File: config.mk
export PLATFORM = sky130hd
export DESIGN_NAME = hi_lo_multiply_divide_unit
export DESIGN_NICKNAME = d
export VERILOG_FILES = /design/src/rtl/hi_lo_multiply_divide_unit.sv
export SDC_FILE = /design/constraint.sdc
export NUM_CORES = 1
export LEC_CHECK = 0
export BUFFER_PORTS_ARGS = -buffer_cell sky130_fd_sc_hd__buf_2
export CORE_MARGIN = 4
export CORE_UTILIZATION = 38
export DETAILED_ROUTE_END_ITERATION = 10
export PLACE_DENSITY_LB_ADDON = 0.08
export SLEW_MARGIN = 20
export SYNTH_ARGS = -nofsm -noshare
export SYNTH_HDL_FRONTEND = slang
export SYNTH_SLANG_ARGS = --single-unit
File: constraint.sdc
create_clock -name clk -period 13.89 [get_ports clk]
set_input_delay 2.778 -clock clk [delete_from_list [all_inputs] [get_ports clk]]
set_output_delay 2.778 -clock clk [all_outputs]
set_load 0.01 [all_outputs]
File: src/rtl/hi_lo_multiply_divide_unit.sv
// ============================================================================
// hi_lo_multiply_divide_unit
//
// Iterative multiply/divide unit that owns the architectural HI and LO
// registers. It executes MULT, MULTU, DIV, DIVU, MTHI and MTLO using the
// decoded HI/LO write enables and ALU_function from the control unit, and
// exposes HI/LO so the ALU result path can serve MFHI/MFLO.
//
// Multiplies use a shift-add loop on a 2*WIDTH accumulator. Divides use a
// restoring algorithm that produces one quotient bit per cycle. Both loops
// run on magnitudes, and the sign is fixed up in a single WRITE cycle.
//
// Ports:
//   clk                - rising-edge clock
//   reset              - asynchronous, active-high reset
//   instr_valid        - instruction in this stage is real (not a bubble)
//   ALU_function [5:0] - decoded function (MULT/MULTU/DIV/DIVU/MTHI/MTLO)
//   HI_register_write  - HI write enable from the control unit
//   LO_register_write  - LO write enable from the control unit
//   operand_a    [W]   - rs: multiplicand / dividend / MTHI-MTLO source
//   operand_b    [W]   - rt: multiplier / divisor
//   HI, LO       [W]   - current architectural HI and LO registers
//   busy               - operation in flight, upstream must stall
//   done               - one-cycle pulse after a mult/div writes HI/LO
// ============================================================================
module hi_lo_multiply_divide_unit #(
    parameter int ITERATIONS = 32,
    parameter int WIDTH      = 32
) (
    input  logic             clk,
    input  logic             reset,
    input  logic             instr_valid,
    input  logic [5:0]       ALU_function,
    input  logic             HI_register_write,
    input  logic             LO_register_write,
    input  logic [WIDTH-1:0] operand_a,
    input  logic [WIDTH-1:0] operand_b,
    output logic [WIDTH-1:0] HI,
    output logic [WIDTH-1:0] LO,
    output logic             busy,
    output logic             done
);

    localparam logic [5:0] FUNC_MULT  = 6'b011000;
    localparam logic [5:0] FUNC_MULTU = 6'b011001;
    localparam logic [5:0] FUNC_DIV   = 6'b011010;
    localparam logic [5:0] FUNC_DIVU  = 6'b011011;
    localparam logic [5:0] FUNC_MTHI  = 6'b111111;
    localparam logic [5:0] FUNC_MTLO  = 6'b111110;

    // Wide enough to count up to ITERATIONS without wrapping.
    localparam int CW = $clog2(ITERATIONS + 1);

    typedef enum logic [1:0] {
        IDLE  = 2'd0,
        MUL   = 2'd1,
        DIV   = 2'd2,
        WRITE = 2'd3
    } state_t;

    state_t state, state_next;

    logic [CW-1:0]        counter;
    logic [2*WIDTH-1:0]   mcand;
    logic [2*WIDTH-1:0]   acc;
    logic [WIDTH-1:0]     mplier;
    logic [WIDTH-1:0]     divisor;
    logic [WIDTH-1:0]     quot;
    logic [WIDTH:0]       rem;
    logic                 neg_product;
    logic                 neg_quot;
    logic                 neg_rem;
    logic                 div_zero;
    logic                 is_div;

    logic                 accept;
    logic                 do_mthi;
    logic                 do_mtlo;
    logic                 do_mul;
    logic                 do_div;
    logic                 signed_op;
    logic                 a_neg;
    logic                 b_neg;
    logic [WIDTH-1:0]     a_mag;
    logic [WIDTH-1:0]     b_mag;

    logic [2*WIDTH-1:0]   acc_step;
    logic [WIDTH+1:0]     rem_shift;
    logic [WIDTH+1:0]     trial;
    logic                 rem_ok;
    logic [WIDTH:0]       rem_next;
    logic [WIDTH-1:0]     quot_next;
    logic                 last_step;

    logic [2*WIDTH-1:0]   product_final;
    logic [WIDTH-1:0]     quot_final;
    logic [WIDTH-1:0]     rem_final;

    assign busy = (state != IDLE);

    // Instruction decode. A new operation is only taken when the unit is
    // idle and the slot carries a real instruction with a HI/LO write. For
    // signed ops the operands are converted to magnitudes here so the
    // iterative loops only ever see unsigned values; the most negative value
    // maps onto itself, which is the correct unsigned magnitude.
    always_comb begin
        accept    = (state == IDLE) && instr_valid &&
                    (HI_register_write || LO_register_write);
        do_mthi   = accept && (ALU_function == FUNC_MTHI) && HI_register_write;
        do_mtlo   = accept && (ALU_function == FUNC_MTLO) && LO_register_write;
        do_mul    = accept && ((ALU_function == FUNC_MULT) ||
                               (ALU_function == FUNC_MULTU));
        do_div    = accept && ((ALU_function == FUNC_DIV) ||
                               (ALU_function == FUNC_DIVU));
        signed_op = (ALU_function == FUNC_MULT) || (ALU_function == FUNC_DIV);
        a_neg     = signed_op && operand_a[WIDTH-1];
        b_neg     = signed_op && operand_b[WIDTH-1];
        a_mag     = a_neg ? (~operand_a + 1'b1) : operand_a;
        b_mag     = b_neg ? (~operand_b + 1'b1) : operand_b;
    end

    // One step of each iterative algorithm. The multiply adds the shifted
    // multiplicand when the current multiplier LSB is set. The divide shifts
    // the next dividend bit into the partial remainder and subtracts the
    // divisor; a borrow out of the extra top bit means the trial failed and
    // the old shifted remainder is kept.
    always_comb begin
        acc_step  = mplier[0] ? (acc + mcand) : acc;
        rem_shift = {rem, quot[WIDTH-1]};
        trial     = rem_shift - {2'b00, divisor};
        rem_ok    = ~trial[WIDTH+1];
        rem_next  = rem_ok ? trial[WIDTH:0] : rem_shift[WIDTH:0];
        quot_next = {quot[WIDTH-2:0], rem_ok};
        last_step = (counter == CW'(ITERATIONS - 1));
    end

    // Sign fix-up applied in the WRITE cycle. Negation wraps modulo the
    // register width, which is what makes the most-negative / -1 divide
    // come out as 0x80000000 with no special case.
    always_comb begin
        product_final = neg_product ? (~acc + 1'b1) : acc;
        quot_final    = neg_quot ? (~quot + 1'b1) : quot;
        rem_final     = neg_rem ? (~rem[WIDTH-1:0] + 1'b1) : rem[WIDTH-1:0];
    end

    // State register. Reset at any point abandons whatever was in flight.
    always_ff @(posedge clk or posedge reset) begin
        if (reset) begin
            state <= IDLE;
        end else begin
            state <= state_next;
        end
    end

    // Next-state logic. MTHI/MTLO complete in the accept cycle and never
    // leave IDLE; mult/div run ITERATIONS steps and then spend exactly one
    // cycle in WRITE.
    always_comb begin
        state_next = state;
        case (state)
            IDLE: begin
                if (do_mul) begin
                    state_next = MUL;
                end else if (do_div) begin
                    state_next = DIV;
                end
            end
            MUL: begin
                if (last_step) begin
                    state_next = WRITE;
                end
            end
            DIV: begin
                if (last_step) begin
                    state_next = WRITE;
                end
            end
            WRITE: begin
                state_next = IDLE;
            end
            default: begin
                state_next = IDLE;
            end
        endcase
    end

    // Iteration datapath. Operands and result signs are captured at accept;
    // the loops then advance one step per cycle while the counter tracks
    // how many steps have been taken.
    always_ff @(posedge clk or posedge reset) begin
        if (reset) begin
            counter     <= '0;
            mcand       <= '0;
            acc         <= '0;
            mplier      <= '0;
            divisor     <= '0;
            quot        <= '0;
            rem         <= '0;
            neg_product <= 1'b0;
            neg_quot    <= 1'b0;
            neg_rem     <= 1'b0;
            div_zero    <= 1'b0;
            is_div      <= 1'b0;
        end else begin
            case (state)
                IDLE: begin
                    if (do_mul) begin
                        counter     <= '0;
                        mcand       <= {{WIDTH{1'b0}}, a_mag};
                        mplier      <= b_mag;
                        acc         <= '0;
                        neg_product <= a_neg ^ b_neg;
                        is_div      <= 1'b0;
                    end else if (do_div) begin
                        counter     <= '0;
                        quot        <= a_mag;
                        divisor     <= b_mag;
                        rem         <= '0;
                        neg_quot    <= a_neg ^ b_neg;
                        neg_rem     <= a_neg;
                        div_zero    <= (operand_b == '0);
                        is_div      <= 1'b1;
                    end
                end
                MUL: begin
                    acc     <= acc_step;
                    mcand   <= mcand << 1;
                    mplier  <= mplier >> 1;
                    counter <= counter + 1'b1;
                end
                DIV: begin
                    rem     <= rem_next;
                    quot    <= quot_next;
                    counter <= counter + 1'b1;
                end
                default: begin
                end
            endcase
        end
    end

    // Architectural HI/LO. They only move on MTHI/MTLO at accept, on the
    // WRITE cycle of a mult/div, or on reset, so MFHI/MFLO may read them
    // safely while an operation is iterating. A divide by zero leaves both
    // untouched.
    always_ff @(posedge clk or posedge reset) begin
        if (reset) begin
            HI <= '0;
            LO <= '0;
        end else begin
            if (do_mthi) begin
                HI <= operand_a;
            end
            if (do_mtlo) begin
                LO <= operand_a;
            end
            if (state == WRITE) begin
                if (!is_div) begin
                    {HI, LO} <= product_final;
                end else if (!div_zero) begin
                    LO <= quot_final;
                    HI <= rem_final;
                end
            end
        end
    end

    // Completion pulse, high for the cycle after the WRITE edge.
    always_ff @(posedge clk or posedge reset) begin
        if (reset) begin
            done <= 1'b0;
        end else begin
            done <= (state == WRITE);
        end
    end

endmodule

==> key figures <==
Routing
  – Post-DR vias/cell: approximately 5.9
  – DR iter-0 viols: about 2,100
  – Mean routed wirelength per cell: 23.8 µm
  – DR pass1 iterations: 6
  – Total Routed Length: 88,100 µm
  – Post-DRT Antenna Nets: 0
  – Residual DRC: 0
  – Via count: 21,900

Pwr
  – Worst VDD drop: 0.212 mV
  – Leakage: roughly 0.012 µW
  – Pwr/cell area: between 200 and 250 nW/µm²
  – Total power: 6280 µW

STA
  – Setup TNS: 0 ps
  – Slew headroom: 21.3%
  – Layout Skew: around 44 ps
  – Worst hold slack: 464 ps
  – Slew Limit Fails: 0
  – Tmin final: 5570 ps
  – Fmax: about 180 MHz
  – Final setup viols: 0
  – Hold Vio Cnt, Final: 0
  – Tightest Pin Transition: 1180 ps
  – Final period util: between 40% and 50%
  – RSZ-0062 raised after global routing: no

Finish
  – Area of the multi-input gates: 14,600 µm²
  – Area grow syn2layout: 12.0%
  – Register Area: around 8400 µm²
  – Diodes inserted: 0
  – Layout cells sized above 1: 10.5%
  – Final core utilization: a little over two fifths
  – Fillers: 6,227
  – Fin cells: 3,703
  – # nets final: 3,020

Synthesis
  – Yosys reg bits: about 340
  – Synth warn: 0
  – Asr flop ratio synth: 100%
  – Post-synth cell types: 80
  – Cell with the most instances after synthesis: nand2_1
  – Top cell type's share of synthesized area: a little over a third
  – Top post-synthesis cells by area: dfrtp_1 35%, nand2_1 6.2%, o21ai_0 5.6%
  – Synth Instances: 2,782
  – Cell taking the most area after synthesis: dfrtp_1
  – Sequential element share of the synthesized area: 35.1%
  – Top post-synthesis cells by count: 397 x nand2_1, 335 x dfrtp_1, 269 x o21ai_0
  – Syn nets: between 2,000 and 3,000
  – Post-synth EDFFs: 0
  – Post-synth top flop: dfrtp_1
  – Mapped Area: 23,900 µm²
  – Synthesized area per cell: 8.58 µm²

CTS
  – Hold Buf Count CTS: 0
  – Clk root buf: clkbuf_16
  – CTS buffer count: 43
  – TritonCTS clock tree: built
  – Clock Latency Late Sink: about 600 ps
  – Clock transition at path regs: approximately 60 ps
  – H-Tree Depth: 2
  – Post_cts resized: 0
  – Post-CTS Setup Bufs: 0
  – Clock sinks: 335
  – Clk buf depth: 3

Floorplan
  – Io pins: about 140
  – Rows: 91
  – Initial Util: 38.5%
  – Die W: approximately 260 µm
  – Die Span Y: 259 µm
  – Floorplan core area: 61,900 µm²
  – Die ar.: 66,900 µm²

Global route
  – Global routing's busiest layer: met1
  – Initial antenna violation count: 4
  – Met2 usage: around 37%
  – GRT Residual Overflow: 0
  – Grt met3 use: 4.95%
  – First-pass GRT wire length: approximately 130,000 µm
  – Vias in the first global route: ~21,000
  – Gr usage total: 25.5%
  – Met1 usage: 38.6%
  – Largest net degree at the start of global routing: 112

Outcome
  – Run status: finished clean

Worst setup path
  – Worst Path Max Fanout: 5
  – Crit path cell chain: buf_2, or3_1, nor4b_1, and2_1, nand3b_1, nor4_1, nand2_1, o31ai_1, xor2_1, a211oi_1, a21o_1
  – Arrival @ worst endpoint: 6060 ps
  – Reg-to-reg critical path startpoint: rem[5]$_DFFE_PP0P_
  – Crit-path max cell delay: 770 ps
  – Critical path class: in -> reg
  – Crit end category: flop
  – Req. time, crit path: around 14,000 ps
  – Slowest CP cell: nor4_1
  – R2r endpoint: rem[26]$_DFFE_PP0P_
  – Critical Path Source Type: input port
  – R2r setup slk: ~9600 ps
  – Reg2reg path depth: 12

Min path
  – Hold_sp: mplier[2]$_DFFE_PP0P_
  – Worst Hold Path EP: mplier[2]$_DFFE_PP0P_
  – WHS Path Cells: 1
  – HP Class: reg -> reg

Place
  – Placed Cells: 3,629
  – IO buf count: between 100 and 150
  – Final Wtd Congestion: between 0.9 and 1
  – HPWL after DPL: about 65,000 µm

Job
  – Max cap viols: 0
==> cells in the final DEF, fill, tap and decap left out, types with 92 or more instances in the layout <==
cell type  count
nand2_1      396
dfrtp_1      333
o21ai_0      267
a21oi_1      160
xnor2_1      143
buf_2        140
nor2_1       134
xor2_1       127
ha_1         105
mux2i_1      103
a21o_1        92
==> sequential cells by signal (all words and copies together), names as in the netlist <==
| register | cells |
|---|---|
| neg_product | 1 |
| rem | 33 |
| neg_rem | 1 |
| neg_quot | 1 |
| done | 1 |
| acc | 64 |
| counter | 6 |
| div_zero | 1 |
| HI | 32 |
| quot | 32 |
| LO | 32 |
| mcand | 64 |
| state | 2 |
| is_div | 1 |
| divisor | 32 |
| mplier | 32 |
==> layer usage <==
layer  vias up  share of wire [%]
li1      10200                  -
met1     10800                 47
met2       767                 42
met3       127                7.8
met4         2                2.6
met5         -              0.015
==> area by class of cell <==
type	count	share of cell area [%]
Clock buffer	65	4.86
Sequential cell	335	31.4
Timing Repair Buffer	171	3.52
Multi-Input combinational cell	2202	54.7
Clock inverter	9	0.412
Tap cell	837	3.92
Inverter	84	1.21
==> worst max-delay path by stage <==
stage	start	to	cells past startpoint
finish	operand_a[7]	mcand[29]$_DFFE_PP0P_	11
global route	operand_a[7]	mcand[29]$_DFFE_PP0P_	11
floorplan	reset	HI[0]$_DFF_PP0_	1
CTS	operand_a[7]	mcand[29]$_DFFE_PP0P_	11
global placement	operand_a[7]	mcand[29]$_DFFE_PP0P_	11
detailed placement	operand_a[7]	mcand[29]$_DFFE_PP0P_	11
==> cell families (layout without fill, tap and decap cells) <==
| family | Yosys count | in the layout | synth area share, % |
|---|---|---|---|
| adders and majority gates | 108 | 108 | 5.72 |
| muxes | 111 | 111 | 4.70 |
| AOI/OAI and AO/OA | 892 | 892 | 24.6 |
| DFF | 335 | 335 | 35.1 |
| buffers and inverters | 245 | 329 | 3.89 |
| xor gates and xnor gates | 271 | 271 | 9.94 |
| and+or+nand+nor | 820 | 820 | 16.0 |
==> power breakdown <==
part           internal [µW]  switching [µW]  leakage (µW)
clock                    679             461      0.000698
combinational           1360            2110       0.00710
sequential              1280             389       0.00435
==> through the flow <==
stage	instance area (µm²)	setup slack, ps
2_1_floorplan	23900	1830
3_3_place_gp	25300	7840
3_5_place_dp	25300	7860
4_1_cts	26700	8470
5_1_grt	26700	8170
6_report	26700	8320
==> critical path, delay by kind of cell <==
family                    cells  cell delay, ps
and+or+nand+nor               6            2310
buffers and inverters         1             140
AOI/OAI and AO/OA             3             590
xor gates and xnor gates      1             230
(Power assumes the default switching activity.)
